## src/rtl/rf_pkg.sv

```systemverilog
// Register file shared definitions.
// Widths and the writeback request bundle used by the RF and its writers.
package rf_pkg;

  localparam int REG_ADDR_W = 5;
  localparam int NUM_REGS   = 32;
  localparam int XLEN       = 32;

  typedef struct packed {
    logic [REG_ADDR_W-1:0] addr;
    logic [XLEN-1:0]       data;
  } wb_req_t;

endpackage

```

## src/rtl/rr_arbiter.sv

```systemverilog
// Combinational round-robin arbiter: req/ptr/enable in,
// one-hot grant, encoded index and any_grant out.
module rr_arbiter #(
  parameter int NUM_SRC = 3,
  parameter int IW      = $clog2(NUM_SRC)
) (
  input  logic [NUM_SRC-1:0] req,
  input  logic [IW-1:0]      ptr,
  input  logic               enable,
  output logic [NUM_SRC-1:0] grant,
  output logic [IW-1:0]      idx,
  output logic               any_grant
);

  logic          found;
  logic [IW-1:0] j;

  // Scan from ptr upward, wrapping; first requester wins.
  always_comb begin
    grant = '0;
    idx   = '0;
    found = 1'b0;
    j     = '0;
    for (int k = 0; k < NUM_SRC; k++) begin
      j = IW'((int'(ptr) + k) % NUM_SRC);
      if (!found && req[j]) begin
        found = 1'b1;
        idx   = j;
      end
    end
    if (found && enable) begin
      grant[idx] = 1'b1;
    end
    any_grant = found && enable;
  end

endmodule

```

## src/rtl/rf_wb_arbiter.sv

```systemverilog
// Shares the RF write port among writeback sources, round-robin,
// with a registered rf_write_* stage and silent discard of x0 writes.
module rf_wb_arbiter
  import rf_pkg::*;
#(
  parameter int N       = 32,
  parameter int NUM_SRC = 3,
  parameter int IW      = $clog2(NUM_SRC)
) (
  input  logic                                clk,
  input  logic                                reset,
  input  logic [NUM_SRC-1:0]                  src_valid,
  input  logic [NUM_SRC-1:0][REG_ADDR_W-1:0]  src_addr,
  input  logic [NUM_SRC-1:0][N-1:0]           src_data,
  output logic [NUM_SRC-1:0]                  src_ready,
  input  logic                                wb_hold,
  output logic                                rf_write_en,
  output logic [REG_ADDR_W-1:0]               rf_write_add,
  output logic [N-1:0]                        rf_write_data,
  output logic [IW-1:0]                       grant_id,
  output logic                                x0_drop
);

  logic [IW-1:0]         rr_ptr;
  logic [IW-1:0]         win;
  logic                  xfer;
  logic [REG_ADDR_W-1:0] win_addr;
  logic [IW-1:0]         ptr_next;

  // Reset gates grants so no source sees ready while in reset.
  rr_arbiter #(
    .NUM_SRC (NUM_SRC),
    .IW      (IW)
  ) u_arb (
    .req       (src_valid),
    .ptr       (rr_ptr),
    .enable    (!wb_hold && !reset),
    .grant     (src_ready),
    .idx       (win),
    .any_grant (xfer)
  );

  assign win_addr = src_addr[win];
  assign ptr_next = (win == IW'(NUM_SRC - 1)) ? '0 : win + IW'(1);

  always_ff @(posedge clk or posedge reset) begin
    if (reset) begin
      rr_ptr        <= '0;
      rf_write_en   <= 1'b0;
      x0_drop       <= 1'b0;
      rf_write_add  <= '0;
      rf_write_data <= '0;
      grant_id      <= '0;
    end else begin
      rf_write_en <= xfer && (win_addr != '0);
      x0_drop     <= xfer && (win_addr == '0);
      if (xfer) begin
        rr_ptr        <= ptr_next;
        rf_write_add  <= win_addr;
        rf_write_data <= src_data[win];
        grant_id      <= win;
      end
    end
  end

endmodule

```

## config.mk

```make
export PLATFORM = sky130hd
export DESIGN_NAME = rf_wb_arbiter
export DESIGN_NICKNAME = d
export VERILOG_FILES = /design/src/rtl/rf_pkg.sv /design/src/rtl/rr_arbiter.sv /design/src/rtl/rf_wb_arbiter.sv
export SDC_FILE = /design/constraint.sdc
export NUM_CORES = 1
export LEC_CHECK = 0
export ABC_AREA = 1
export CORE_MARGIN = 5
export CORE_UTILIZATION = 40
export DETAILED_ROUTE_END_ITERATION = 10
export GPL_TIMING_DRIVEN = 1
export PLACE_DENSITY = 0.95
export SYNTH_ARGS = -nofsm -noshare
export SYNTH_HDL_FRONTEND = slang
export SYNTH_HIERARCHICAL = 1
export SYNTH_SLANG_ARGS = --single-unit
```

## constraint.sdc

```tcl
create_clock -name clk -period 5.4 [get_ports clk]
set_clock_uncertainty 0.05 [all_clocks]
set_input_delay 1.08 -clock clk [delete_from_list [all_inputs] [get_ports clk]]
set_output_delay 1.08 -clock clk [all_outputs]
set_load 0.005 [all_outputs]
```

======== Word-level counts from Yosys, hierarchy flattened ========
Cells that the tools add are included.
storage, ports and cells
  output and inout port bits .............. 44
  word-level logic and storage cells ...... 51
  bits in writable memories ............... 0
  input port bits ......................... 117
  register bits after elaboration ......... 43
  memory bits (read-only) ................. 0
  memories ................................ 0
  bits in latches ......................... 0
cells by class
  eq/ne operators ......................... 1
  add/sub/neg operators ................... 3
  divide/modulo/power cells ............... 3
  magnitude comparators ................... 5
  bitwise operators ....................... 0
  muxes and demuxes ....................... 20
  reduce and logical (&&, ||, !) cells .... 13
  shift operators ......................... 0
  $mul .................................... 0
operator list
  kind                                                                           count
  32-bit binary-select mux with 2-bit select                                     1
  32-bit by 3-bit modulo with 32-bit output (second input constant)              2
  3-bit by 3-bit modulo with 32-bit output (second input constant)               1
  32-bit two-way mux                                                             1
  2-bit by 3-bit less-than comparator with 1-bit output (second input constant)  4
  5-bit binary-select mux with 2-bit select                                      1
  2-bit two-way mux                                                              4
  1-bit logical AND                                                              7
  1-bit two-way mux                                                              7
  1-bit binary-select mux with 2-bit select                                      3
  5-bit logical NOT                                                              1
  5-bit two-way mux                                                              1
  5-bit nonzero test                                                             1
  1-bit logical NOT                                                              4
  2-bit by 1-bit adder with 3-bit output (second input constant)                 1
  2-bit by 2-bit adder with 3-bit output (second input constant)                 1
  3-bit two-way mux                                                              1
  2-bit by 1-bit adder with 2-bit output (second input constant)                 1
  1-bit demux with 2-bit select                                                  1
  2-bit == test (second input constant)                                          1
  2-bit by 1-bit >= comparator with 1-bit output (second input constant)         1

======== Logic depth before layout (Yosys ltp) ========
Gate-level depths: netlist of run 1.
  depth after elaboration ................. 15
  depth in mapped cells ................... 18
  mapped depth without buffers ............ 17

======== Modules after synthesis ========
Netlist of run 1, hierarchy kept.
modules (own cells, without submodules)
  module         cells an instance  times used  area an instance (um2)  seq. area each (um2)
  rf_wb_arbiter  262                1           2247.2                  1076.0
  rr_arbiter     54                 1           307.8                   0.0

======== Least setup slack after synthesis of run 1 ========
OpenSTA, ideal clock, no wires.
  path kind ............................... input to output
  start point ............................. input port src_valid[1]
  end point ............................... output port src_ready[2]
  stages .................................. 6
  path buffers ............................ 0
  arrival ................................. 1727 ps
  setup slack ............................. 2543 ps
  data required time ...................... 4270 ps
  cell sequence ........................... nand2_1 -> nand2_4 -> a21oi_4 -> nand3_2 -> o21ai_2 -> and2_1
between the ends
  word-level cells in the longest chain between the ends .. 14
  elaborated cells between the ends (all ways) .. 23
  classes of those cells .................. 2 x order compare; 15 x mux; 6 x reduce/logical
ends and longest elaborated chain
  item                                                                                                                                           RTL line             RTL
  start: declaration                                                                                                                             rf_wb_arbiter.sv:12  input logic [NUM_SRC-1:0] src_valid,
  1-bit binary-select mux with 2-bit select                                                                                                      rr_arbiter.sv:26     if (!found && req[j]) begin
  1-bit two-way mux (implied by the code)                                                                                                        rr_arbiter.sv:26
  1-bit two-way mux                                                                                                                              rr_arbiter.sv:26
  1-bit logical NOT                                                                                                                              rr_arbiter.sv:26
  1-bit logical AND                                                                                                                              rr_arbiter.sv:26
  1-bit two-way mux                                                                                                                              rr_arbiter.sv:26
  1-bit logical NOT                                                                                                                              rr_arbiter.sv:26
  1-bit logical AND                                                                                                                              rr_arbiter.sv:26
  2-bit two-way mux *                                                                                                                            rr_arbiter.sv:26
  net win[1]                                                                                                                                     rf_wb_arbiter.sv:25  logic [IW-1:0] win;
  2-bit by 3-bit less-than comparator with 1-bit output (implied by the code) or 2-bit by 1-bit >= comparator with 1-bit output (tied branches)  rr_arbiter.sv:32     grant[idx] = 1'b1;
  1-bit logical AND (implied by the code)                                                                                                        rr_arbiter.sv:32
  1-bit two-way mux (implied by the code)                                                                                                        rr_arbiter.sv:32
  1-bit demux with 2-bit select *                                                                                                                n/a
  3-bit two-way mux *                                                                                                                            rr_arbiter.sv:31     if (found && enable) begin
  end: declaration                                                                                                                               rf_wb_arbiter.sv:15  output logic [NUM_SRC-1:0] src_ready,
Mark *: on every way through the listed nets, which the timed path passes. The rest lies on a longest branch. The select of a mux whose other input is x is not followed.

======== Worst setup path after layout of run 1 ========
  start point ............................. input port src_valid[0]
  end point ............................... output port src_ready[0]
The elaborated chain is that of the path after synthesis.

==> run summary, run 1 <==
The leakage power is 1.759 nW, and the routability congestion estimate is 0.8488. 161 I/O pins were placed. The run gives 2747 as the vias after detailed routing. The initial utilization of the core area, before any placement, comes to 40.70%. The maximum clock path buffer count is 2. The pin count of the biggest net entering global routing is 60, and the global-route wire length before repair is 13540 um. The critical path contains buffers and inverters numbering 2 combined. Kind of cell adding the most delay to the critical path: buffers and inverters. The critical setup path kind is in2out. The endpoint required time on the critical path was 4.27 ns; the fraction of registers with async set or reset after synthesis was 100.0%. At the placement stage, the worst setup path has a slack of 1.197 ns.

The worst setup path is captured at an output port. The number of flip-flops and latches in the synthesized netlist is 43. The first detailed-routing pass took 4 iterations.

The number of nets with antenna violations after routing is 0, and the number of maximum-capacitance violations is 0. The root buffer cell chosen for the clock tree is clkbuf_8. The repair_antennas step left the layout with diodes totalling 0.

The top cell types in the final layout, fill and taps aside, are clkdlybuf4s50_1, nand2_1, dfrtp_1. In this run, the number of DRC markers left after iteration 0 of detailed routing was 121. The core box area was 6277 um2. The logs give 0 for the number of hold violations in the final report and 29 for the standard-cell row count.

Maximum frequency from static timing analysis: 237.9 MHz. For the worst setup slack after layout, the log shows 1.197 ns. Traced cell by cell, the critical path runs through clkdlybuf4s50_1, nand2_1, nand3_1, nand2_2, nand4_1, nand3_2, nor2_1, clkdlybuf4s50_1. The number of instances resized during post-cts repair was 0; the maximum resistive drop on vdd was 0.3076 mV.

Synthesis instantiated 29 different standard cells from the library. After clock tree synthesis, the clock-pin slew on the worst setup and hold paths is 0.08 ns. The half-perimeter wire length after detailed placement was 6435 um; the largest fanout on the critical path was 9. The synthesized netlist cell count was 316; the number of I/O port buffers was 160. The number of clock sinks seen by CTS was 43. The run finished with clean final reports. The slowest stage of the critical path is the clkdlybuf4s50_1 cell.

The floorplan step set the die width to 89.92 um. The H-tree was split into 2 levels. The library cell used most frequently in the layout, excluding fill and tap cells, is clkdlybuf4s50_1. The area growth from synthesis to layout is 64.99%. The leading register cell type out of synthesis was dfrtp_1. In this run the cell area of the synthesized design comes to 2555 um2. In the final design database the tool counted 586 nets. In this design, the stage delay of the slowest critical-path cell is 0.52 ns.

TritonCTS created 5 clock buffers. For this run, design rule violations remaining after detail routing come to 0. The total global routing track utilization is 20.11%, and the portion of the clock cycle consumed by the worst path in the final layout is 77.83%. After detailed routing, the total wire length is 8305 um. The average routed wire per standard cell is 15.29 um, and the post-route minimum period is 4.203 ns. TritonCTS built the clock tree. The tools report the category of the worst setup path launch point as a primary input.

The class of the tightest hold or removal check is reg2reg. Setup repair after global routing left no endpoint under its margin. The cell repeated most along the worst path was clkdlybuf4s50_1.

After detailed routing, the number of vias per cell comes to 5.059. The logs give 0 for the setup-violating endpoint count in the final report and 39.75% for the worst slew slack as a fraction of its limit. The run gives 2.431 mW as the power consumption. The tools report the portion of the post-synthesis area used by sequential elements as 42.12%. Via count of the first global-routing pass: 2817. The number of setup buffers added after CTS is 0, and the number of warnings printed during yosys synthesis is 6. The die is 89.92 um tall.

The average instance in the mapped netlist occupies 8.085 um2. For the final routed database, the setup TNS stands at 0 ns. Global routing finished with a remaining overflow of 0. Counting flops with a built-in enable in the synthesized netlist gives 0. Hold repair after CTS inserted 0 buffers. The logs give 0 for the count of pins over their slew limit and 0.4444 ns for the final worst hold slack.

The signal arrival time at the worst endpoint came out at 3.07 ns. The share of cells above drive strength 1 was 6.652%. The number of antenna violations at the first check in global routing was 0. At the later pin of the worst-skew pair, clock insertion delay measures 0.28 ns. At the pin with the least slew margin, the transition time is 0.9025 ns. Power spread over the standard cell area amounts to 576.8 nW/um2. Counting every net in the synthesized netlist gives 437.

The die covers 8086 um2.
worst paths after layout:
check	start	endpoint	slack [ns]	depth (start not counted)
worst min register to register	rf_write_add[3]$_DFFE_PP0P_	rf_write_add[3]$_DFFE_PP0P_	0.44	2
worst min-delay path	rf_write_add[3]$_DFFE_PP0P_	rf_write_add[3]$_DFFE_PP0P_	0.44	2
worst max register to register	rr_ptr[0]$_DFFE_PP0P_	rf_write_data[27]$_DFFE_PP0P_	2.10	13
min in group asynchronous	reset	rf_write_add[4]$_DFFE_PP0P_	1.29	2
max in group asynchronous	reset	rf_write_data[8]$_DFFE_PP0P_	3.45	2
worst max-delay path	src_valid[0]	src_ready[0]	1.20	8
per-layer routing:
| metal | global-route usage [%] | share of wire [%] |
|---|---|---|
| met5 | 0 | 0 |
| met4 | 5.707 | 1.6 |
| met3 | 7.095 | 7.9 |
| met2 | 36.10 | 51 |
| met1 | 22.29 | 39 |
cell usage after synthesis, types with 4 or more instances:
cell type	number	area share (%)
nand2_1	82	12
dfrtp_1	43	42
nor2_1	41	6.0
a31oi_1	30	7.3
a22oi_1	23	6.8
inv_1	15	2.2
nand3_1	15	2.9
o21ai_0	8	1.6
a21oi_1	7	1.4
buf_2	6	1.2
buf_6	6	2.6
clkbuf_1	5	0.73
ha_1	4	2.0
worst min-delay path, delay by kind of cell, from the launching register on:
kind	cells	cell delay, ns
DFF	1	0.35
and+or+nand+nor	1	0.05
AOI/OAI and AO/OA	1	0.06
cell families (layout without fill, tap and decap cells):
family / count (synthesis) / after routing / share of synthesized area (%)
AO/OA/AOI/OAI: 72 / 72 / 19.30
adder cells (fa/ha/maj): 4 / 4 / 1.959
buffers and inverters: 41 / 191 / 8.815
flip-flops: 43 / 43 / 42.12
AND/OR/NAND/NOR: 156 / 156 / 27.82
state kept, by name (all words and copies together), names as in the netlist:
name / count
rf_write_en: 1
rf_write_data: 32
x0_drop: 1
rf_write_add: 5
grant_id: 2
rr_ptr: 2
stage by stage:
| step | area, um2 | std cells | utilization (%) |
|---|---|---|---|
| floorplan | 2555 | 316 | - |
| detailed placement | 4134 | 535 | 65.86 |
| CTS | 4215 | 543 | 67.15 |
| global route | 4215 | 543 | 67.15 |
| finish | 4215 | 543 | 67.15 |
| global placement | 4134 | 535 | 65.86 |
area by class of cell:
class	instances	area (um2)
Clock buffer	7	76.32
Clock inverter	1	5.005
Fill cell	543	2062
Inverter	21	86.33
Multi-Input combinational cell	232	1259
Sequential cell	43	1076
Tap cell	77	96.34
Timing Repair Buffer	162	1617
where the power goes:
part	switching (mW)	internal, mW
sequential	0.0883	0.482
combinational	0.951	0.713
clock	0.107	0.0910
total	1.15	1.29
Note: power is estimated with default switching activity, not from simulation.
==> inputs of run 2 (changes only) <==
CORE_UTILIZATION = 37   (was 40)
PLACE_DENSITY = 0.91   (was 0.95)
clock period = 4.4 ns   (was 5.4 ns; I/O delays follow)
==> run 2 against run 1 <==
  * Clock power up 50%
  * Critical path type unchanged
  * Critical path depth is 2 higher
  * Routed wire length up 6.5%
  * First-iteration DRC count shrank 7.4%
==> run summary, run 2 (synthesis results as in run 1) <==
The flow ran to the end, and the final reports show no timing, DRC or antenna violations. On the critical path, the stage with the largest delay is an instance of clkdlybuf4s50_1. The worst setup path is launched from a primary input. The logs give 8848 um for the overall routed net length and 5 for the number of buffers created by CTS. The tools report the cell at the root of the clock tree as clkbuf_8.

The largest registers in the layout are rf_write_data (32), rf_write_add (5). The H-tree was split into 2 levels. The floorplan step set the die height to 93.10 um.

Count of pins over their slew limit: 0. The global routing met3 resource utilization was 5.471%; the share of cells above drive strength 1 was 7.066%. The tightest min-delay check is of the reg2reg type.

Post-route minimum period: 3.702 ns. The number of cells on the worst reg-to-reg path is 11. The worst hold path begins at grant_id[1]$_DFFE_PP0P_. TritonCTS built the clock tree. At the placement stage, the worst setup path has a slack of 0.7592 ns. Static timing analysis puts the maximum clock frequency at 270.2 MHz.

The number of hold violations in the final report is 0. The clock-pin slew of the registers on the worst-case setup and hold paths came out at 0.08 ns. The register with the most flip-flops in the final layout is rf_write_data. Of the available clock period, the critical path in the final layout requires 84.13%.

At the worst endpoint, the arrival time is 2.77 ns. The filler cells instantiated in the layout total 570. The design draws 3.085 mW.

For this design the total switching power over the nets is 1.436 mW. The number of buffers inserted for hold repair after clock tree synthesis is 0, and the maximum resistive drop on vdd is 0.3575 mV. The worst reg2reg path startpoint was rr_ptr[0]$_DFFE_PP0P_. The wire-length estimate of the detail-placed layout is 6747 um. Counting along the longest clock path gives a buffer depth of 2. Including well taps, the total number of placed cells is 540. Global routing consumed, on the met2 layer, 36.47% of the routing resources. The library cell used most frequently in the layout, excluding fill and tap cells, is clkdlybuf4s50_1. The total global routing track utilization is 20.07%, and the worst hold path depth is 2.

Combinational power share: 67.9%. The register with the most flip-flops in the layout has 32 of them. The tools report the vias after detailed routing as 2834. The first global-routing pass estimated 13880 um of wire. Setup repair after global routing left no endpoint under its margin. Capture point of the worst reg-to-reg path: rf_write_data[19]$_DFFE_PP0P_. Once layout is complete, the cells apart from fillers number 547. The tools report the sequential group share of total power as 22.5%. The highest cell delay on the worst timing path is 0.53 ns.

STA classifies the critical path endpoint as an output port. The number of maximum-capacitance violations is 0. In the global route stage, met1 resource usage came out at 22.54%. The final layout contains 588 nets.

Measured against its own limit, the worst slew margin works out to 37.98%. The via count of the first global-routing pass is 2949, and the number of setup buffers added after CTS is 0. Endpoint required time on the critical path: 3.47 ns. Sum of negative setup slack: 0 ns.

The violation count after the first detailed-routing iteration was 112; the largest fanout on the critical path was 6. The core box area was 6756 um2; the leakage power was 1.778 nW. Setup violations remaining at the end of the flow were counted as 0.

The die covers 8667 um2. Cell internal power was estimated by the tool at 1.649 mW. Net switching is 46.56% of the power.

Port buffering added 160 buffers. After global routing the overflow that remains totals 0. The run gives 0 as the number of antenna violations at the first check in global routing. The number of instances resized during post-cts repair is 0. The critical path goes through clkdlybuf4s50_1, nand2_1, nand3_1, nand2_2, nand3_1, nor2_1, nor2_4, nand2_1, nor2_1, clkdlybuf4s50_1.

The congestion estimate from routability-driven global placement came to 0.8930. The worst hold path terminates at grant_id[1]$_DFFE_PP0P_. After detailed routing, the number of remaining DRC violations is 0.

The measured slew at the worst slew-check pin was 0.9289 ns; the detailed-route vias per instance was 5.181. For the number of clock sinks seen by CTS, the log shows 43. Power spread over the standard cell area amounts to 725.1 nW/um2. Measured along the x axis, the die boundary spans 93.10 um. After detailed routing, the average wire length per cell comes to 16.18 um. The final antenna diode count is 0.

The clock insertion delay at the later pin of the skew report was 0.28 ns. The area growth from synthesis to layout is 66.55%. The relative contribution of the clock network to total power came out at 9.6%. Setup slack on the worst reg-to-reg path comes out at 1.41 ns. The critical path in this run is classified as in2out. The floorplan has 30 rows. Leaving out fill and tap cells, the most frequent cells in the layout are clkdlybuf4s50_1, nand2_1, dfrtp_1. Entering global routing, the biggest net connects 44 pins. Number of nets with antenna violations after routing: 0. The run gives 5 as the number of detailed-route iterations in the first pass.

The worst setup slack after layout is 0.6985 ns. Count of pins on the block boundary: 161. Effective utilization at floorplan: 37.81%.

The busiest layer in global routing was met2. Across all hold checks on the routed design, the worst slack comes to 0.4504 ns.
## run 2: layer usage
layer / up-vias / share of wire, % / wire length, um
met2: 136 / 51 / 4526
met5: - / 0 / 0
met1: 1305 / 39 / 3474
met3: 21 / 7.3 / 648
li1: 1372 / - / -
met4: 0 / 2.2 / 198
## run 2: layout make-up
type                       count  area, um2  share of cell area, %
timing repair buffer         164       1632                  38.34
inverter                      21      86.33                  2.029
clock inverter                 1      30.03                 0.7057
clock buffer                   6      72.57                  1.705
sequential                    43       1076                  25.29
tap                           80      100.1                  2.352
multi-input combinational    232       1259                  29.58
## run 2: power groups by stage
stage	clock [mW]	sequential, mW	combinational (mW)
after detailed placement	0	0.700	2.09
after global routing	0.323	0.725	2.29
after floorplan	0	0.711	1.37
final	0.297	0.694	2.09
after CTS	0.308	0.695	2.10
after global placement	0	0.690	2.01
## run 2: critical path, delay by kind of cell
family / cells / cell delay (ns)
buffers and inverters: 2 / 1.04
AND/OR/NAND/NOR: 8 / 0.87
## run 2: how the worst max path moves through the flow
stage / from / cells past startpoint / slack [ns] / endpoint
2_1_floorplan: src_valid[1] / 6 / 1.94 / src_ready[2]
3_3_place_gp: src_valid[0] / 10 / 0.94 / src_ready[0]
3_5_place_dp: src_valid[1] / 10 / 0.76 / src_ready[0]
4_1_cts: src_valid[1] / 10 / 0.76 / src_ready[0]
5_1_grt: src_valid[1] / 10 / 0.65 / src_ready[0]
6_report: src_valid[1] / 10 / 0.70 / src_ready[0]
## run 2: stage by stage
| stage | area, um2 | util [%] |
|---|---|---|
| global placement | 4153 | 61.46 |
| finish | 4255 | 62.98 |
| CTS | 4255 | 62.98 |
| floorplan | 2555 | - |
| global route | 4255 | 62.98 |
| detailed placement | 4153 | 61.46 |
==> inputs of run 3 (changes only) <==
CORE_UTILIZATION = 33   (was 37)
PLACE_DENSITY = 0.86   (was 0.91)
clock period = 3.25 ns   (was 4.4 ns; I/O delays follow)
==> run 3 against run 2 <==
  * Setup slack worse by 0.59 ns
  * Critical path depth stayed put
  * Sequential power is 36% higher
  * Clock-buffer cell count is 1 lower
  * Flip-flop and latch count stayed put
  * Worst hold slack worse by 0.010 ns
  * Global-route usage is 2.1 points lower
  * Sequential share of layout area is 0.81 points lower
  * Combinational power is 45% higher
==> run summary, run 3 (synthesis results as in run 1) <==
For this run, the post-layout net count is 596. Clock tree synthesis inserted a total of 5 buffers. TritonCTS built the clock tree.

Worst hold path depth: 2. In this run the tightest slew margin relative to its limit is 39.53%. The capture point of the worst reg-to-reg path was rf_write_data[8]$_DFFE_PP0P_. For the worst setup path, the data required time is 2.55 ns. For the number of placed instances, taps included, the log shows 566. The leakage power was 1.829 nW. For the number of nets with antenna violations after routing, the log shows 0.

The maximum clock path buffer count was 2. The logs give 0 for the number of hold violations in the final report and 318.6 MHz for the maximum frequency from static timing analysis. The average routed wire per standard cell came out at 15.26 um. The congestion estimate from routability-driven global placement came to 0.8390. The category of the worst setup path launch point was a primary input. The largest fanout on the critical path works out to 4. Global routing finished with a remaining overflow of 0.

The logs give 43 for the number of clock sinks seen by CTS and 44 for the pin count of the biggest net entering global routing. IR analysis of the VDD net gives a maximum drop of 0.5476 mV. The tools report the worst reg2reg path startpoint as rr_ptr[1]$_DFFE_PP0P_. The endpoint of the worst hold-timing path is grant_id[0]$_DFFE_PP0P_.

The number of antenna violations at the first check in global routing was 0; the depth of the most critical reg-to-reg path was 14. Clock-pin slew of the registers on the worst-case setup and hold paths: 0.09 ns. The tools report the via count of the first global-routing pass as 2976. The cell area power density was 1001 nW/um2; the measured slew at the worst slew-check pin was 0.9057 ns.

The run finished with clean final reports. Across all register-to-register paths, the minimum setup slack is 0.62 ns. The final antenna diode count is 0, and the H-tree level count is 2. For this configuration, the core starts out at a cell density of 33.41%. Hold timing on the final database bottoms out at a slack of 0.4401 ns. Global routing consumed, over all layers together, 17.98% of the routing resources. The first global-routing pass estimated 14310 um of wire. The number of buffers inserted for hold repair after clock tree synthesis was 0.

The area growth from synthesis to layout is 72.04%. Ranked by flip-flop count, first place goes to rf_write_data. The startpoint identified for the worst hold timing path is grant_id[0]$_DFFE_PP0P_. The die height came out at 97.99 um. The largest registers in the layout are rf_write_data (32), rf_write_add (5). The logs give 4.401 mW for the power consumption and 675 for the count of filler cells inserted in the layout.

Detailed placement finished with a half-perimeter wire length of 6914 um. The detailed-route DRC error count is 0. The critical setup path kind was in2out. During I/O placement, the number of pins put on the boundary was 161. Violation count after the first detailed-routing iteration: 101.

The logs give 0 ns for the sum of negative setup slack and 578 for the post-layout instance count excluding filler cells. The first detailed-routing pass ran for 4 iterations. The floorplan step defined a die boundary enclosing 9602 um2. Die span in x: 97.99 um.

The most frequent standard cell in the layout excluding fill and tap cells is clkdlybuf4s50_1. The flip-flop count of the largest register after layout is 32, and the share of cells above drive strength 1 is 9.664%. For the setup-violating endpoint count in the final report, the log shows 0. The standard-cell row count is 32. In this run the clock root is driven by a clkbuf_8. Vias after detailed routing: 2830. The run gives 0.29 ns as the clock insertion delay at the later pin of the skew report.

The sort of element at the end of the critical path is an output port. The tools report the count of pins over their slew limit as 0. Leaving out fill and tap cells, the most frequent cells in the layout are clkdlybuf4s50_1, nand2_1, dfrtp_1. The core region is 7647 um2. The class of the tightest hold or removal check was reg2reg. After layout, the worst path uses 96.58% of the clock period.

Cells fill 57.48% of the core in the end. The signal arrival time at the worst endpoint was 2.44 ns; the overall routed net length was 8822 um. In the routed layout, each cell is associated on average with a via count of 4.896. The post-route minimum period was 3.139 ns.

The number of I/O port buffers was 160. Max-cap violations in this run came to 0.
run 3: repair_timing:
item / 4_1_cts / 5_1_grt
endpoints found under the setup margin: 0 / 3
resized for setup: 0 / 3
setup buffers: 0 / 4
hold endpoints to repair: 0 / 0
run 3: worst max-delay path, cell delays in order:
cell	delay, ns
clkdlybuf4s50_1	0.51
inv_1	0.06
nand2_1	0.07
nand3_1	0.09
nand2_1	0.15
nor2_1	0.10
nor2_4	0.11
nand2_1	0.09
nor2_2	0.10
clkdlybuf4s50_1	0.51
run 3: metrics by stage:
stage | setup slack (ns) | instance area (um2)
after global routing | -0.02229 | 4395
after detailed placement | 0.09812 | 4235
final | 0.1111 | 4395
after CTS | 0.03849 | 4348
after floorplan | 1.064 | 2555
after global placement | 0.2543 | 4235
run 3: cell type report:
cell class | instances | area (um2) | share of cell area, %
Timing Repair Buffer | 172 | 1717 | 39.05
Multi-Input combinational cell | 232 | 1276 | 29.03
Sequential cell | 43 | 1076 | 24.48
Tap cell | 102 | 127.6 | 2.903
Inverter | 21 | 86.33 | 1.964
Clock buffer | 5 | 68.82 | 1.566
Clock inverter | 3 | 43.79 | 0.9963
run 3: worst max path at each step:
stage                                startpoint                     to  slack [ns]
after CTS                 rr_ptr[0]$_DFFE_PP0P_           src_ready[0]        0.04
after global placement             src_valid[0]           src_ready[2]        0.25
after detailed placement           src_valid[0]           src_ready[0]         0.1
final                              src_valid[0]           src_ready[0]        0.11
after global routing               src_valid[0]           src_ready[0]       -0.02
after floorplan           rr_ptr[0]$_DFFE_PP0P_  rf_write_en$_DFF_PP0_        1.06
run 3: metal layers:
metal	part of all wire [%]	vias up	GRT usage, %	wire length, um
met3	7.1	8	5.071	628
met5	0	-	0	0
met4	0.76	0	4.047	67
met1	39	1304	20.03	3450
met2	53	122	33.72	4676
li1	-	1396	-	-
run 3: power by group:
| part | switching [mW] | internal, mW | leakage (nW) |
|---|---|---|---|
| registers | 0.143 | 0.800 | 0.499 |
| clock network | 0.191 | 0.229 | 0.0581 |
| logic | 1.66 | 1.38 | 1.27 |
| total | 2.00 | 2.40 | 1.83 |
